**src/rtl/intr_ctrl85_pkg.sv**
```systemverilog
`default_nettype none
// ============================================================================
// Module   : intr_ctrl85_pkg
// Brief    : Shared types, restart vectors and SIM/RIM bit positions for the
//            8085 interrupt controller.
// Revision : 1.0 - initial release
// ============================================================================
package intr_ctrl85_pkg;

   typedef enum logic [1:0] {
      ST_IDLE = 2'd0,
      ST_REQ  = 2'd1,
      ST_DONE = 2'd2
   } state_t;

   typedef enum logic [2:0] {
      SRC_NONE = 3'd0,
      SRC_TRAP = 3'd1,
      SRC_R75  = 3'd2,
      SRC_R65  = 3'd3,
      SRC_R55  = 3'd4,
      SRC_INTR = 3'd5
   } src_t;

   localparam logic [15:0] c_VEC_TRAP = 16'h0024;
   localparam logic [15:0] c_VEC_R75  = 16'h003C;
   localparam logic [15:0] c_VEC_R65  = 16'h0034;
   localparam logic [15:0] c_VEC_R55  = 16'h002C;

   localparam int c_SIM_MSE = 3;
   localparam int c_SIM_R75 = 4;
   localparam int c_SIM_SDE = 6;
   localparam int c_SIM_SOD = 7;

   // INTR has no restart vector; the core fetches the opcode through INTA.
   function automatic logic [15:0] src_vec(input src_t s);
      case (s)
         SRC_TRAP: return c_VEC_TRAP;
         SRC_R75:  return c_VEC_R75;
         SRC_R65:  return c_VEC_R65;
         SRC_R55:  return c_VEC_R55;
         default:  return 16'h0000;
      endcase
   endfunction

endpackage
`default_nettype wire

```
**src/rtl/intr_ctrl85_if.sv**
```systemverilog
`default_nettype none
// ============================================================================
// Module   : intr_ctrl85_if
// Brief    : Handshake between the 8085 control FSM (master) and the
//            interrupt controller (slave).
// Revision : 1.0 - initial release
// ============================================================================
interface intr_ctrl85_if #(
   parameter int DATASIZE = 8,
   parameter int ADDRSIZE = 16
) ();
   logic                poll;
   logic                ack;
   logic                ei_op;
   logic                di_op;
   logic                sim_wr;
   logic [DATASIZE-1:0] sim_data;
   logic                irq;
   logic                use_inta;
   logic [ADDRSIZE-1:0] ivec;
   logic [DATASIZE-1:0] rim_data;
   logic                ie_out;

   modport master (
      output poll, ack, ei_op, di_op, sim_wr, sim_data,
      input  irq, use_inta, ivec, rim_data, ie_out
   );

   modport slave (
      input  poll, ack, ei_op, di_op, sim_wr, sim_data,
      output irq, use_inta, ivec, rim_data, ie_out
   );
endinterface
`default_nettype wire

```
**src/rtl/intr_ctrl85_edge_latch.sv**
```systemverilog
`default_nettype none
// ============================================================================
// Module   : edge_latch85
// Brief    : Pin synchroniser, rising-edge detector and set/clear latch used
//            for TRAP and RST7.5. A rising edge wins over a same-cycle clear.
// Revision : 1.0 - initial release
// ============================================================================
module edge_latch85 #(
   parameter int SYNC_STAGES = 2
) (
   input  wire logic clk,
   input  wire logic rst,
   input  wire logic pin,
   input  wire logic clr,
   output logic      lvl,
   output logic      latch
);
   logic [SYNC_STAGES-1:0] r_sync;
   logic                   r_prev;
   logic                   r_latch;
   logic                   w_rise;

   assign w_rise = r_sync[SYNC_STAGES-1] & ~r_prev;

   always_ff @(posedge clk or posedge rst) begin
      if (rst) begin
         r_sync  <= '0;
         r_prev  <= 1'b0;
         r_latch <= 1'b0;
      end else begin
         r_sync <= {r_sync[SYNC_STAGES-2:0], pin};
         r_prev <= r_sync[SYNC_STAGES-1];
         if (w_rise)
            r_latch <= 1'b1;
         else if (clr)
            r_latch <= 1'b0;
      end
   end

   assign lvl   = r_sync[SYNC_STAGES-1];
   assign latch = r_latch;
endmodule
`default_nettype wire

```
**src/rtl/intr_ctrl85.sv**
```systemverilog
`default_nettype none
// ============================================================================
// Module   : intr_ctrl85
// Brief    : 8085 interrupt controller: pin sync, SIM masks/IE, fixed-priority
//            arbitration and request/vector handshake. Define SERIAL_IO_EN to
//            enable SID/SOD.
// Revision : 1.0 - initial release
// ============================================================================
module intr_ctrl85
   import intr_ctrl85_pkg::*;
#(
   parameter int DATASIZE    = 8,
   parameter int ADDRSIZE    = 16,
   parameter int SYNC_STAGES = 2
) (
   input  wire logic          clk,
   input  wire logic          rst,
   input  wire logic          trap,
   input  wire logic          rst75,
   input  wire logic          rst65,
   input  wire logic          rst55,
   input  wire logic          intr,
   input  wire logic          sid,
   output logic               sod,
   intr_ctrl85_if.slave       cpu
);
   state_t              r_state, w_state_nxt;
   src_t                r_win, w_win;
   logic [ADDRSIZE-1:0] r_vec;
   logic                r_use_inta;
   logic                r_ie, r_ei_pend, r_ie_trap, r_trap_seen;
   logic                r_m75, r_m65, r_m55;
   logic                r_sod;
   logic                w_capture, w_done;
   logic                w_trap_lvl, w_trap_latch, w_r75_latch, w_r75_lvl_unused;
   logic                w_trap_clr, w_r75_clr;
   logic [2:0]          r_lvl_sync [SYNC_STAGES];
   logic                w_lvl65, w_lvl55, w_lvlintr;
   logic                w_sid_s;
   logic [7:0]          w_rim;

   assign w_trap_clr = w_done && (r_win == SRC_TRAP);
   assign w_r75_clr  = (w_done && (r_win == SRC_R75)) ||
                       (cpu.sim_wr && cpu.sim_data[c_SIM_R75]);

   edge_latch85 #(.SYNC_STAGES(SYNC_STAGES)) u_trap (
      .clk   (clk),
      .rst   (rst),
      .pin   (trap),
      .clr   (w_trap_clr),
      .lvl   (w_trap_lvl),
      .latch (w_trap_latch)
   );

   edge_latch85 #(.SYNC_STAGES(SYNC_STAGES)) u_r75 (
      .clk   (clk),
      .rst   (rst),
      .pin   (rst75),
      .clr   (w_r75_clr),
      .lvl   (w_r75_lvl_unused),
      .latch (w_r75_latch)
   );

   always_ff @(posedge clk or posedge rst) begin
      if (rst) begin
         for (int k = 0; k < SYNC_STAGES; k++)
            r_lvl_sync[k] <= 3'b000;
      end else begin
         r_lvl_sync[0] <= {rst65, rst55, intr};
         for (int k = 1; k < SYNC_STAGES; k++)
            r_lvl_sync[k] <= r_lvl_sync[k-1];
      end
   end

   assign {w_lvl65, w_lvl55, w_lvlintr} = r_lvl_sync[SYNC_STAGES-1];

`ifdef SERIAL_IO_EN
   logic [SYNC_STAGES-1:0] r_sid_sync;
   logic                   w_unused;

   always_ff @(posedge clk or posedge rst) begin
      if (rst)
         r_sid_sync <= '0;
      else
         r_sid_sync <= {r_sid_sync[SYNC_STAGES-2:0], sid};
   end

   assign w_sid_s  = r_sid_sync[SYNC_STAGES-1];
   assign w_unused = cpu.sim_data[5];
`else
   // Pins kept for footprint compatibility only.
   logic [3:0] w_unused;

   assign w_sid_s  = 1'b0;
   assign w_unused = {sid, cpu.sim_data[7:5]};
`endif

   // Fixed priority; maskable sources also require IE as it stood before this poll.
   always_comb begin
      w_win = SRC_NONE;
      if (w_trap_latch && w_trap_lvl)
         w_win = SRC_TRAP;
      else if (w_r75_latch && !r_m75 && r_ie)
         w_win = SRC_R75;
      else if (w_lvl65 && !r_m65 && r_ie)
         w_win = SRC_R65;
      else if (w_lvl55 && !r_m55 && r_ie)
         w_win = SRC_R55;
      else if (w_lvlintr && r_ie)
         w_win = SRC_INTR;
   end

   always_comb begin
      w_state_nxt = r_state;
      w_capture   = 1'b0;
      w_done      = 1'b0;
      case (r_state)
         ST_IDLE: begin
            if (cpu.poll && (w_win != SRC_NONE)) begin
               w_state_nxt = ST_REQ;
               w_capture   = 1'b1;
            end
         end
         ST_REQ: begin
            if (cpu.ack)
               w_state_nxt = ST_DONE;
         end
         ST_DONE: begin
            w_done      = 1'b1;
            w_state_nxt = ST_IDLE;
         end
         default: w_state_nxt = ST_IDLE;
      endcase
   end

   always_ff @(posedge clk or posedge rst) begin
      if (rst) begin
         r_state    <= ST_IDLE;
         r_win      <= SRC_NONE;
         r_vec      <= '0;
         r_use_inta <= 1'b0;
      end else begin
         r_state <= w_state_nxt;
         if (w_capture) begin
            r_win      <= w_win;
            r_vec      <= ADDRSIZE'(src_vec(w_win));
            r_use_inta <= (w_win == SRC_INTR);
         end
      end
   end

   // DI overrides a same-cycle EI; a pending EI takes effect at the next poll.
   always_ff @(posedge clk or posedge rst) begin
      if (rst) begin
         r_ie        <= 1'b0;
         r_ei_pend   <= 1'b0;
         r_ie_trap   <= 1'b0;
         r_trap_seen <= 1'b0;
      end else begin
         if (cpu.di_op) begin
            r_ie      <= 1'b0;
            r_ei_pend <= 1'b0;
         end else begin
            if (w_done)
               r_ie <= 1'b0;
            else if (cpu.poll && r_ei_pend)
               r_ie <= 1'b1;
            if (cpu.poll && r_ei_pend)
               r_ei_pend <= 1'b0;
            if (cpu.ei_op)
               r_ei_pend <= 1'b1;
         end

         if (cpu.ei_op || cpu.di_op)
            r_trap_seen <= 1'b0;
         else if (w_done && (r_win == SRC_TRAP)) begin
            r_trap_seen <= 1'b1;
            r_ie_trap   <= r_ie;
         end
      end
   end

   always_ff @(posedge clk or posedge rst) begin
      if (rst) begin
         r_m75 <= 1'b1;
         r_m65 <= 1'b1;
         r_m55 <= 1'b1;
         r_sod <= 1'b0;
      end else if (cpu.sim_wr) begin
         if (cpu.sim_data[c_SIM_MSE])
            {r_m75, r_m65, r_m55} <= cpu.sim_data[2:0];
`ifdef SERIAL_IO_EN
         if (cpu.sim_data[c_SIM_SDE])
            r_sod <= cpu.sim_data[c_SIM_SOD];
`endif
      end
   end

   assign w_rim = {w_sid_s, w_r75_latch, w_lvl65, w_lvl55,
                   (r_trap_seen ? r_ie_trap : r_ie), r_m75, r_m65, r_m55};

   assign cpu.irq      = (r_state == ST_REQ);
   assign cpu.use_inta = r_use_inta;
   assign cpu.ivec     = r_vec;
   assign cpu.rim_data = DATASIZE'(w_rim);
   assign cpu.ie_out   = r_ie;
   assign sod          = r_sod;
endmodule
`default_nettype wire

```
**src/flat_wrapper.sv**
```systemverilog
// flat-port wrapper written by rule: the top's interface ports become plain ports
module intr_ctrl85_flat import intr_ctrl85_pkg::*;
#(
   parameter int DATASIZE    = 8,
   parameter int ADDRSIZE    = 16,
   parameter int SYNC_STAGES = 2
)
  (clk, rst, trap, rst75, rst65, rst55, intr, sid, sod, cpu_poll, cpu_ack, cpu_ei_op, cpu_di_op, cpu_sim_wr, cpu_sim_data, cpu_irq, cpu_use_inta, cpu_ivec, cpu_rim_data, cpu_ie_out);
  intr_ctrl85_if #(.DATASIZE(DATASIZE), .ADDRSIZE(ADDRSIZE)) cpu_i ();
  input  wire logic clk;
  input  wire logic rst;
  input  wire logic trap;
  input  wire logic rst75;
  input  wire logic rst65;
  input  wire logic rst55;
  input  wire logic intr;
  input  wire logic sid;
  output logic sod;
  input wire logic [$bits(cpu_i.poll)-1:0] cpu_poll;
  input wire logic [$bits(cpu_i.ack)-1:0] cpu_ack;
  input wire logic [$bits(cpu_i.ei_op)-1:0] cpu_ei_op;
  input wire logic [$bits(cpu_i.di_op)-1:0] cpu_di_op;
  input wire logic [$bits(cpu_i.sim_wr)-1:0] cpu_sim_wr;
  input wire logic [$bits(cpu_i.sim_data)-1:0] cpu_sim_data;
  output wire logic [$bits(cpu_i.irq)-1:0] cpu_irq;
  output wire logic [$bits(cpu_i.use_inta)-1:0] cpu_use_inta;
  output wire logic [$bits(cpu_i.ivec)-1:0] cpu_ivec;
  output wire logic [$bits(cpu_i.rim_data)-1:0] cpu_rim_data;
  output wire logic [$bits(cpu_i.ie_out)-1:0] cpu_ie_out;
  assign cpu_i.poll = cpu_poll;
  assign cpu_i.ack = cpu_ack;
  assign cpu_i.ei_op = cpu_ei_op;
  assign cpu_i.di_op = cpu_di_op;
  assign cpu_i.sim_wr = cpu_sim_wr;
  assign cpu_i.sim_data = cpu_sim_data;
  assign cpu_irq = cpu_i.irq;
  assign cpu_use_inta = cpu_i.use_inta;
  assign cpu_ivec = cpu_i.ivec;
  assign cpu_rim_data = cpu_i.rim_data;
  assign cpu_ie_out = cpu_i.ie_out;
  intr_ctrl85 #(.DATASIZE(DATASIZE), .ADDRSIZE(ADDRSIZE), .SYNC_STAGES(SYNC_STAGES)) u_core (.clk(clk), .rst(rst), .trap(trap), .rst75(rst75), .rst65(rst65), .rst55(rst55), .intr(intr), .sid(sid), .sod(sod), .cpu(cpu_i));
endmodule
```
**config.mk**
```make
export PLATFORM = sky130hd
export DESIGN_NAME = intr_ctrl85_flat
export DESIGN_NICKNAME = d
export VERILOG_FILES = /design/src/rtl/intr_ctrl85_pkg.sv /design/src/rtl/intr_ctrl85_if.sv /design/src/rtl/intr_ctrl85_edge_latch.sv /design/src/rtl/intr_ctrl85.sv /design/src/flat_wrapper.sv
export SDC_FILE = /design/constraint.sdc
export NUM_CORES = 1
export LEC_CHECK = 0
export ABC_AREA = 1
export CAP_MARGIN = 0
export CORE_MARGIN = 5
export CORE_UTILIZATION = 44
export CTS_CLUSTER_SIZE = 20
export DETAILED_ROUTE_END_ITERATION = 10
export GPL_ROUTABILITY_DRIVEN = 0
export HOLD_SLACK_MARGIN = 0.05
export MAX_ROUTING_LAYER = met4
export PLACE_DENSITY = 0.79
export SLEW_MARGIN = 30
export SYNTH_ARGS = -nofsm -noshare
export SYNTH_HDL_FRONTEND = slang
export SYNTH_SLANG_ARGS = --single-unit
```
**constraint.sdc**
```tcl
create_clock -name clk -period 1.82 [get_ports clk]
set_clock_uncertainty 0.15 [all_clocks]
set_input_delay 0.273 -clock clk [delete_from_list [all_inputs] [get_ports clk]]
set_output_delay 0.273 -clock clk [all_outputs]
set_load 0.005 [all_outputs]
```
Yosys cells after proc, flatten, opt, wreduce, memory -nomap -nowiden
Index checks and enable logic that the tools add are counted.
- output and inout bits: 28
- register bits after elaboration: 43
- word-level logic and storage cells: 88
- input port bits: 21
- muxes and demuxes: 25
- bitwise logic cells: 5
- reduce and logical (&&, ||, !) cells: 28
- equality and inequality tests: 11
- operators by type and width (operator ; number):
    one-hot mux 6 bit (4 select lines) ; 1
    2-to-1 mux 1 bit ; 16
    2-to-1 mux 3 bit ; 5
    logical AND 1 bit ; 13
    equality test 3 x 2 -> 1 bit, second input constant ; 3
    nonzero test 3 bit ; 3
    equality test 3 x 1 -> 1 bit, second input constant ; 2
    equality test 3 bit, second input constant ; 2
    AND reduction 2 bit ; 3
    nonzero test 2 bit ; 3
    2-to-1 mux 2 bit ; 2
    one-hot mux 2 bit (2 select lines) ; 1
    zero test 1 bit ; 3
    NOT 1 bit ; 3
    bitwise AND 1 bit ; 2
    equality test 2 x 1 -> 1 bit, second input constant ; 1
    equality test 2 bit, second input constant ; 1
    zero test 2 bit ; 1
    logical OR 1 bit ; 2
    inequality test 2 x 1 -> 1 bit, second input constant ; 1
    inequality test 2 bit, second input constant ; 1

Depth between registers and ports, before layout
Gate-level depths: netlist (run 1).
- word-level depth: 11
- mapped depth: 10
- gate-level depth less buffers: 9

Cells and area by module
A second synthesis (run 1) with hierarchy kept.
- cells, all modules: 143
- area, all modules: 1332.5 um2
- modules (own cells, without submodules) (module ; instances ; area each (um2) ; cells each ; sequential area each (um2)):
    intr_ctrl85 ; 1 ; 1087.3 ; 123 ; 554.3
    edge_latch85 ; 2 ; 122.6 ; 10 ; 100.1

Worst setup path before layout (run 1)
OpenSTA, ideal clock, no wires.
- kind: register to register
- from: register u_core.r_m65
- to: register u_core.r_vec[4] (netlist: u_core.cpu.ivec[4])
- data required time: 1.552 ns
- library setup time: 0.118 ns
- clock period less this slack: 1.364 ns
- path buffers: 0
- setup slack: 0.456 ns
- cell stages (with the launch flop): 7
- arrival time: 1.096 ns
- cell sequence: dfstp_2 nand3b_2 nand4_2 inv_1 nand2_1 nand3_1 nand2_1
- cells in the longest elaborated chain, start to end: 10
- elaborated cells on any way between the ends: 15
- those cells by class: 4 x eq/ne; 6 x mux; 5 x reduce/logical
- RTL lines (element ; RTL line ; source):
    start: declaration ; intr_ctrl85.sv:32 ; logic r_m75, r_m65, r_m55;
    start signal: assignment ; intr_ctrl85.sv:191 ; {r_m75, r_m65, r_m55} <= cpu.sim_data[2:0];
    zero test 1 bit (*) ; intr_ctrl85.sv:105 ; else if (w_lvl65 && !r_m65 && r_ie)
    logical AND 1 bit (*) (2 in series) ; intr_ctrl85.sv:105 ;
    2-to-1 mux 3 bit (*) ; intr_ctrl85.sv:105 ;
    2-to-1 mux 3 bit (*) ; intr_ctrl85.sv:103 ; else if (w_r75_latch && !r_m75 && r_ie)
    2-to-1 mux 3 bit (*) ; intr_ctrl85.sv:101 ; if (w_trap_latch && w_trap_lvl)
    nonzero test 3 bit ; intr_ctrl85.sv:119 ; if (cpu.poll && (w_win != SRC_NONE)) begin
    logical AND 1 bit ; intr_ctrl85.sv:119 ;
    2-to-1 mux 1 bit ; intr_ctrl85.sv:119 ;
    2-to-1 mux 1 bit ; intr_ctrl85.sv:117 ; case (r_state)
    end signal: assignment ; intr_ctrl85.sv:146 ; r_vec <= ADDRSIZE'(src_vec(w_win));
    end: declaration ; intr_ctrl85.sv:29 ; logic [ADDRSIZE-1:0] r_vec;
Every way passes the cells marked *; elsewhere a longest branch is shown, timed or not.
A chain may end at the register's enable or synchronous reset.

Worst setup path after layout (run 1)
- from: register u_core.u_r75.r_latch (netlist: u_core.u_r75.latch)
- to: output port cpu_rim_data[6]
- RTL lines (element ; RTL line ; source):
    start: declaration ; intr_ctrl85_edge_latch.sv:20 ; logic r_latch;
    start signal: assignment ; intr_ctrl85_edge_latch.sv:29 ; r_latch <= 1'b0;
    start signal: assignment ; intr_ctrl85_edge_latch.sv:34 ; r_latch <= 1'b1;
    start signal: assignment ; intr_ctrl85_edge_latch.sv:36 ; r_latch <= 1'b0;
    end: declaration ; flat_wrapper.sv:28 ; output wire logic [$bits(cpu_i.rim_data)-1:0] cpu_rim_data;
No word-level cell between the ends.

==> results of run 1 <==
flip-flops by register name, summed over array words and instances (netlist names), 2 cells and up:
signal / count
u_core.cpu.ivec: 3
u_core.cpu.rim_data: 2
u_core.r_lvl_sync: 4
u_core.r_state: 2
u_core.r_win: 3
u_core.u_r75.r_sync: 2
u_core.u_trap.r_sync: 2
timing repair:
item,4_1_cts,5_1_grt
hold buffers,0,0
gates resized for setup,3,4
setup buffers,3,1
setup endpoints to repair,4,4
endpoints found under the hold margin,0,0
synthesized netlist by cell type (all sizes together):
| master | instances |
|---|---|
| dfrtp | 27 |
| nand3b | 2 |
| nand3 | 7 |
| nor2 | 9 |
| buf | 22 |
| nor3 | 3 |
| nor4 | 1 |
| mux2 | 2 |
| nor3b | 1 |
| o21ai | 3 |
| nand4 | 1 |
| a21oi | 4 |
| conb | 1 |
| o22ai | 2 |
| dfstp | 3 |
| inv | 14 |
| nand2 | 40 |
cell usage in the layout, fill, tap and decap left out, drive strengths merged, types with 3 or more instances in the layout:
cell type,synthesis,final
nand2,40,40
dfrtp,27,27
clkdlybuf4s50,0,24
inv,14,14
conb,1,14
nor2,9,9
nand3,7,7
clkbuf,0,7
buf,22,6
a21oi,4,4
dlymetal6s2s,0,4
dfstp,3,3
nor3,3,3
o21ai,3,3
cell families (layout without fill, tap and decap cells):
kind of cell | after synthesis | count (layout) | share of synthesized area, %
other cells | 1 | 14 | 0.271
mux | 2 | 2 | 1.63
simple gates | 64 | 64 | 23.3
flops | 30 | 30 | 54.5
buf+inv | 36 | 58 | 16.0
compound gates | 9 | 9 | 4.25
worst paths after layout:
check	startpoint	slack [ns]	to	cells past startpoint
min reg2reg	u_core.u_trap.r_sync[0]	0.19	u_core.u_trap.r_sync[1]	0
max reg2reg	u_core.r_m65	0.24	u_core.cpu.ivec[4]	7
min	rst	0.17	u_core.cpu.ivec[3]	3
max in group asynchronous	rst	1.03	u_core.r_m75	3
min in group clk	u_core.u_trap.r_sync[0]	0.19	u_core.u_trap.r_sync[1]	0
max	u_core.u_r75.latch	0.14	cpu_rim_data[6]	1
cell type report:
| cell class | instances | share of cell area (%) |
|---|---|---|
| Timing Repair Buffer | 36 | 20.5 |
| Tap cell | 44 | 3.17 |
| Multi-Input combinational cell | 89 | 26.3 |
| Inverter | 14 | 3.03 |
| Clock buffer | 7 | 3.17 |
| Sequential cell | 30 | 43.5 |
| Clock inverter | 1 | 0.288 |
stage by stage:
stage / hold slack, ns / std cells
after global placement: 0.183 / 209
after global routing: 0.189 / 221
after floorplan: 0.154 / 155
after detailed placement: 0.185 / 209
after CTS: 0.171 / 220
final: 0.169 / 221
per-layer routing:
metal  part of all wire, %  vias to the layer above  wire [µm]  GRT usage [%]
met4                   1.8                        0         47           7.36
met2                    51                       31       1310           23.3
met1                    39                      475        984           14.3
met5                     0                        -          0              -
li1                      -                      477          -              -
met3                   8.1                        5        208           6.63
worst register-to-register path, delay by kind of cell (launching register included):
| kind | cells | cell delay (ns) |
|---|---|---|
| AND/OR/NAND/NOR | 5 | 0.61 |
| flip-flops | 1 | 0.53 |
| buffers and inverters | 2 | 0.20 |
power by group through the flow:
| stage | registers, W | clock network [W] | logic [W] |
|---|---|---|---|
| after floorplan | 0.000834 | 0 | 0.000253 |
| after global placement | 0.000839 | 0 | 0.000381 |
| after detailed placement | 0.000846 | 0 | 0.000393 |
| after CTS | 0.000824 | 0.000425 | 0.000424 |
| after global routing | 0.000836 | 0.000451 | 0.000462 |
| final | 0.000823 | 0.000405 | 0.000416 |
==> results.toml, run 1 <==
[job]
maxCapViolCount = 0

[yosys]
synth_warnings = 1
yosysSeqAreaShare_pct = 54.5
syn_area_um2 = 1380
syn_avg_cell_area_um2 = 9.75
ys_top_cells_by_area = "dfrtp_1 49%, buf_4 11%, nand2_1 10%, dfstp_2 5.7%, inv_1 3.8%"
syn_inst = 142
yosysTopAreaCellShare_pct = 48.8
yosys.area.top_type = "dfrtp_1"
synth_seq_cells = 30
synth.distinct_cells = 24

[global_route]
antenna_found_initial = 0
grt_util_all_layers_pct = 14.3
grt-ovfl-total = 0
grt_pass1_wl_um = 4420
grt_pass1_vias = 1046
grt_max_degree = 31

[power]
p_comb_share_pct = 25.3
seqPwrFrac_pct = 50.0
p_sw_share_pct = 28.9
p_sw_w = 0.000475
clock_power_share_pct = 24.6
leakage_nw = 0.909
powerDensity_nw_per_um2 = 947
p_int_w = 0.00117
ir_drop_uv = 596
p_total_w = 0.00164

[cts]
clk_latency_ns = 0.33
cts_buffers = 5
clk_pin_slew_ns = 0.10
cts_tree = "built"
clock_path_buffers = 2
htree_levels = 2
cts_sinks = 30
cts-root-buf = "clkbuf_4"

[layout]
regArea_um2 = 754
utilization_pct = 57.3
fillerInstances = 276
diodes = 0
area_growth_pct = 25.4
fin_nets = 197
fin_area_um2 = 1740
drive_above_1_share_pct = 16.9
multi_input_area_um2 = 457

[setup_path]
crit_fanout = 4
cp_slowest_stage_delay_ns = 0.52
critPathTopFamily = "buffers and inverters"
worst-path-buf-inv = 1
worstPathCellList = "clkdlybuf4s50_1"
arrival_ns = 1.26
crit_type = "flop to primary output"
cpMaxStageDelayCell = "clkdlybuf4s50_1"
critPathRequiredTime_ns = 1.40
setup.worst_path.end_class = "primary output"
critPathLaunchType = "flop"

[timing]
finalWorstSetupSlack_ns = 0.138
hold_viol_final = 0
post-route-period-util_pct = 92.4
finalSetupTns_ns = 0
post-route-min-period_ns = 1.68
rsz0062_at_grt = "false"
slew_violations = 0
setup_viol = 0
fmax_mhz = 595

[routing]
routed_wl_um = 2550
wl_per_cell_um = 11.6
drc_errors = 0
drt_iter0_markers = 22
num_vias = 988
ant_nets = 0
vias_per_cell = 4.47
first_pass_iters = 4

[floorplan]
core.rowCount = 20
die_h_um = 66.1
core_area_um2 = 3030
design.portCount = 49
dieArea_um2 = 4370
die_w_um = 66.1
start_util_pct = 45.7

[placement]
place_hpwl_um = 1950
post-place-ws_ns = 0.129
place_area_um2 = 1630
io_buffers = 30

[worst_hold_path]
min_path_type = "primary input to asynchronous set/reset pin"

[run_status]
status = "complete, no violations"
Note: power is estimated with default switching activity, not from simulation.
==> run 2: changes to the inputs <==
HOLD_SLACK_MARGIN = 0.02   (was 0.05)
REMOVE_ABC_BUFFERS = 1   (was not set)
==> results.toml, run 2 (synthesis results as in run 1) <==
[timing]
slew_violations = 0
hold_viol_final = 0
post-route-period-util_pct = 96.0
setup_viol = 0
rsz0062_at_grt = "false"
finalSetupTns_ns = 0
fin_worst_hold_slack_ns = 0.176
fmax_mhz = 572
post-route-min-period_ns = 1.75

[setup_path]
arrival_ns = 1.32
critPathLaunchType = "flop"
rr_startpoint = "u_core.r_m65"
critPathTopFamily = "buffers and inverters"
critPathRequiredTime_ns = 1.40
r2r_end = "u_core.cpu.ivec[4]"
rr_worst_depth = 6
setup.worst_path.end_class = "primary output"
worst-path-buf-inv = 2
crit_type = "flop to primary output"
worstPathCellList = "buf_6, clkdlybuf4s50_1"
crit_fanout = 8
rrSetupSlack_ns = 0.34
cp_slowest_stage_delay_ns = 0.51
crit_path_start = "u_core.cpu.ie_out"
cpMaxStageDelayCell = "clkdlybuf4s50_1"

[routing]
drt_iter0_markers = 42
vias_per_cell = 4.36
num_vias = 955
first_pass_iters = 4
wl_per_cell_um = 11.1
routed_wl_um = 2440
ant_nets = 0
drc_errors = 0

[cts]
cts_buffers = 5
clk_latency_ns = 0.32
clk_pin_slew_ns = 0.09
cts_sinks = 30
clock_path_buffers = 2
cts-root-buf = "clkbuf_4"
cts_tree = "built"
htree_levels = 2

[global_route]
grt-ovfl-total = 0
grt_pass1_wl_um = 4050
grt_max_degree = 31
grt_pass1_vias = 965
grt_util_all_layers_pct = 13.0
antenna_found_initial = 0

[floorplan]
core_area_um2 = 3030
start_util_pct = 45.7
core.rowCount = 20
die_w_um = 66.1
dieArea_um2 = 4370
design.portCount = 49
die_h_um = 66.1

[power]
leakage_nw = 0.872
ir_drop_uv = 483
p_sw_w = 0.000457
seqPwrFrac_pct = 50.7
p_sw_share_pct = 28.1
powerDensity_nw_per_um2 = 948
p_int_w = 0.00117
clock_power_share_pct = 24.5
p_comb_share_pct = 24.9

[layout]
diodes = 0
layout_common_cells = "37 x nand2_1, 27 x dfrtp_1, 25 x clkdlybuf4s50_1"
max_flop_register = "u_core.r_lvl_sync"
fin_nets = 195
layout_commonest_cell = "nand2_1"
largest_reg_flops = 4
fin_area_um2 = 1710
area_growth_pct = 23.8
drive_above_1_share_pct = 15.4
utilization_pct = 56.6

[placement]
place_hpwl_um = 1910
io_buffers = 30
place_area_um2 = 1630

[job]
maxCapViolCount = 0

[run_status]
status = "complete, no violations"

[worst_hold_path]
min_path_type = "primary input to asynchronous set/reset pin"
==> run 2: cell types whose count changed in the layout (fill, tap and decap cells not counted) <==
cell	change
clkinv_2	-1
dlygate4sd2_1	+1
clkdlybuf4s50_1	+1
dlymetal6s2s_1	-2
clkbuf_1	+1
buf_4	-2
==> run 2: worst max path at each step <==
| stage | to | depth (start not counted) | slack (ns) |
|---|---|---|---|
| floorplan | u_core.cpu.ivec[4] | 6 | 0.44 |
| global placement | u_core.cpu.use_inta | 6 | 0.17 |
| detailed placement | u_core.cpu.ivec[3] | 6 | 0.12 |
| CTS | cpu_rim_data[1] | 1 | 0.002 |
| global route | cpu_ie_out | 2 | 0.007 |
| finish | cpu_ie_out | 2 | 0.07 |
==> run 2: power by group through the flow <==
stage                     Sequential [W]  Combinational [W]  Clock (W)
after floorplan                 0.000842           0.000185          0
after global placement          0.000840           0.000380          0
after detailed placement        0.000843           0.000394          0
after CTS                       0.000825           0.000413   0.000420
after global routing            0.000836           0.000449   0.000446
final                           0.000822           0.000404   0.000397
==> run 2: routing by layer <==
| layer | track usage [%] | share of wire (%) | up-vias |
|---|---|---|---|
| met3 | 5.78 | 8.8 | 5 |
| li1 | - | - | 474 |
| met1 | 12.6 | 39 | 440 |
| met4 | 5.33 | 2.1 | 0 |
| met5 | - | 0 | - |
| met2 | 22.7 | 50 | 36 |
==> run 2: stage by stage <==
step                instances  total power (W)  setup WS (ns)
detailed placement        209          0.00124          0.123
floorplan                 133          0.00103          0.443
global route              219          0.00173        0.00736
global placement          209          0.00122          0.169
finish                    219          0.00162         0.0722
CTS                       219          0.00166        0.00156
==> run 2: worst min-delay path: stages <==
cell and delay [ns]:
clkdlybuf4s50_1 0.40, inv_1 0.06, buf_4 0.33
==> run 2: area by class of cell <==
type | instances | area (µm²)
well taps | 44 | 55.1
flip-flops and latches | 30 | 754
clock buffers | 8 | 58.8
multi-input cells | 89 | 457
fillers | 287 | 1320
repair buffers | 34 | 335
inverters | 14 | 52.6
==> run 2: what timing repair did <==
action | CTS | global route
hold buffers | 0 | 0
setup buffers | 2 | 0
endpoints found under the setup margin | 3 | 3
gates resized for setup | 3 | 3
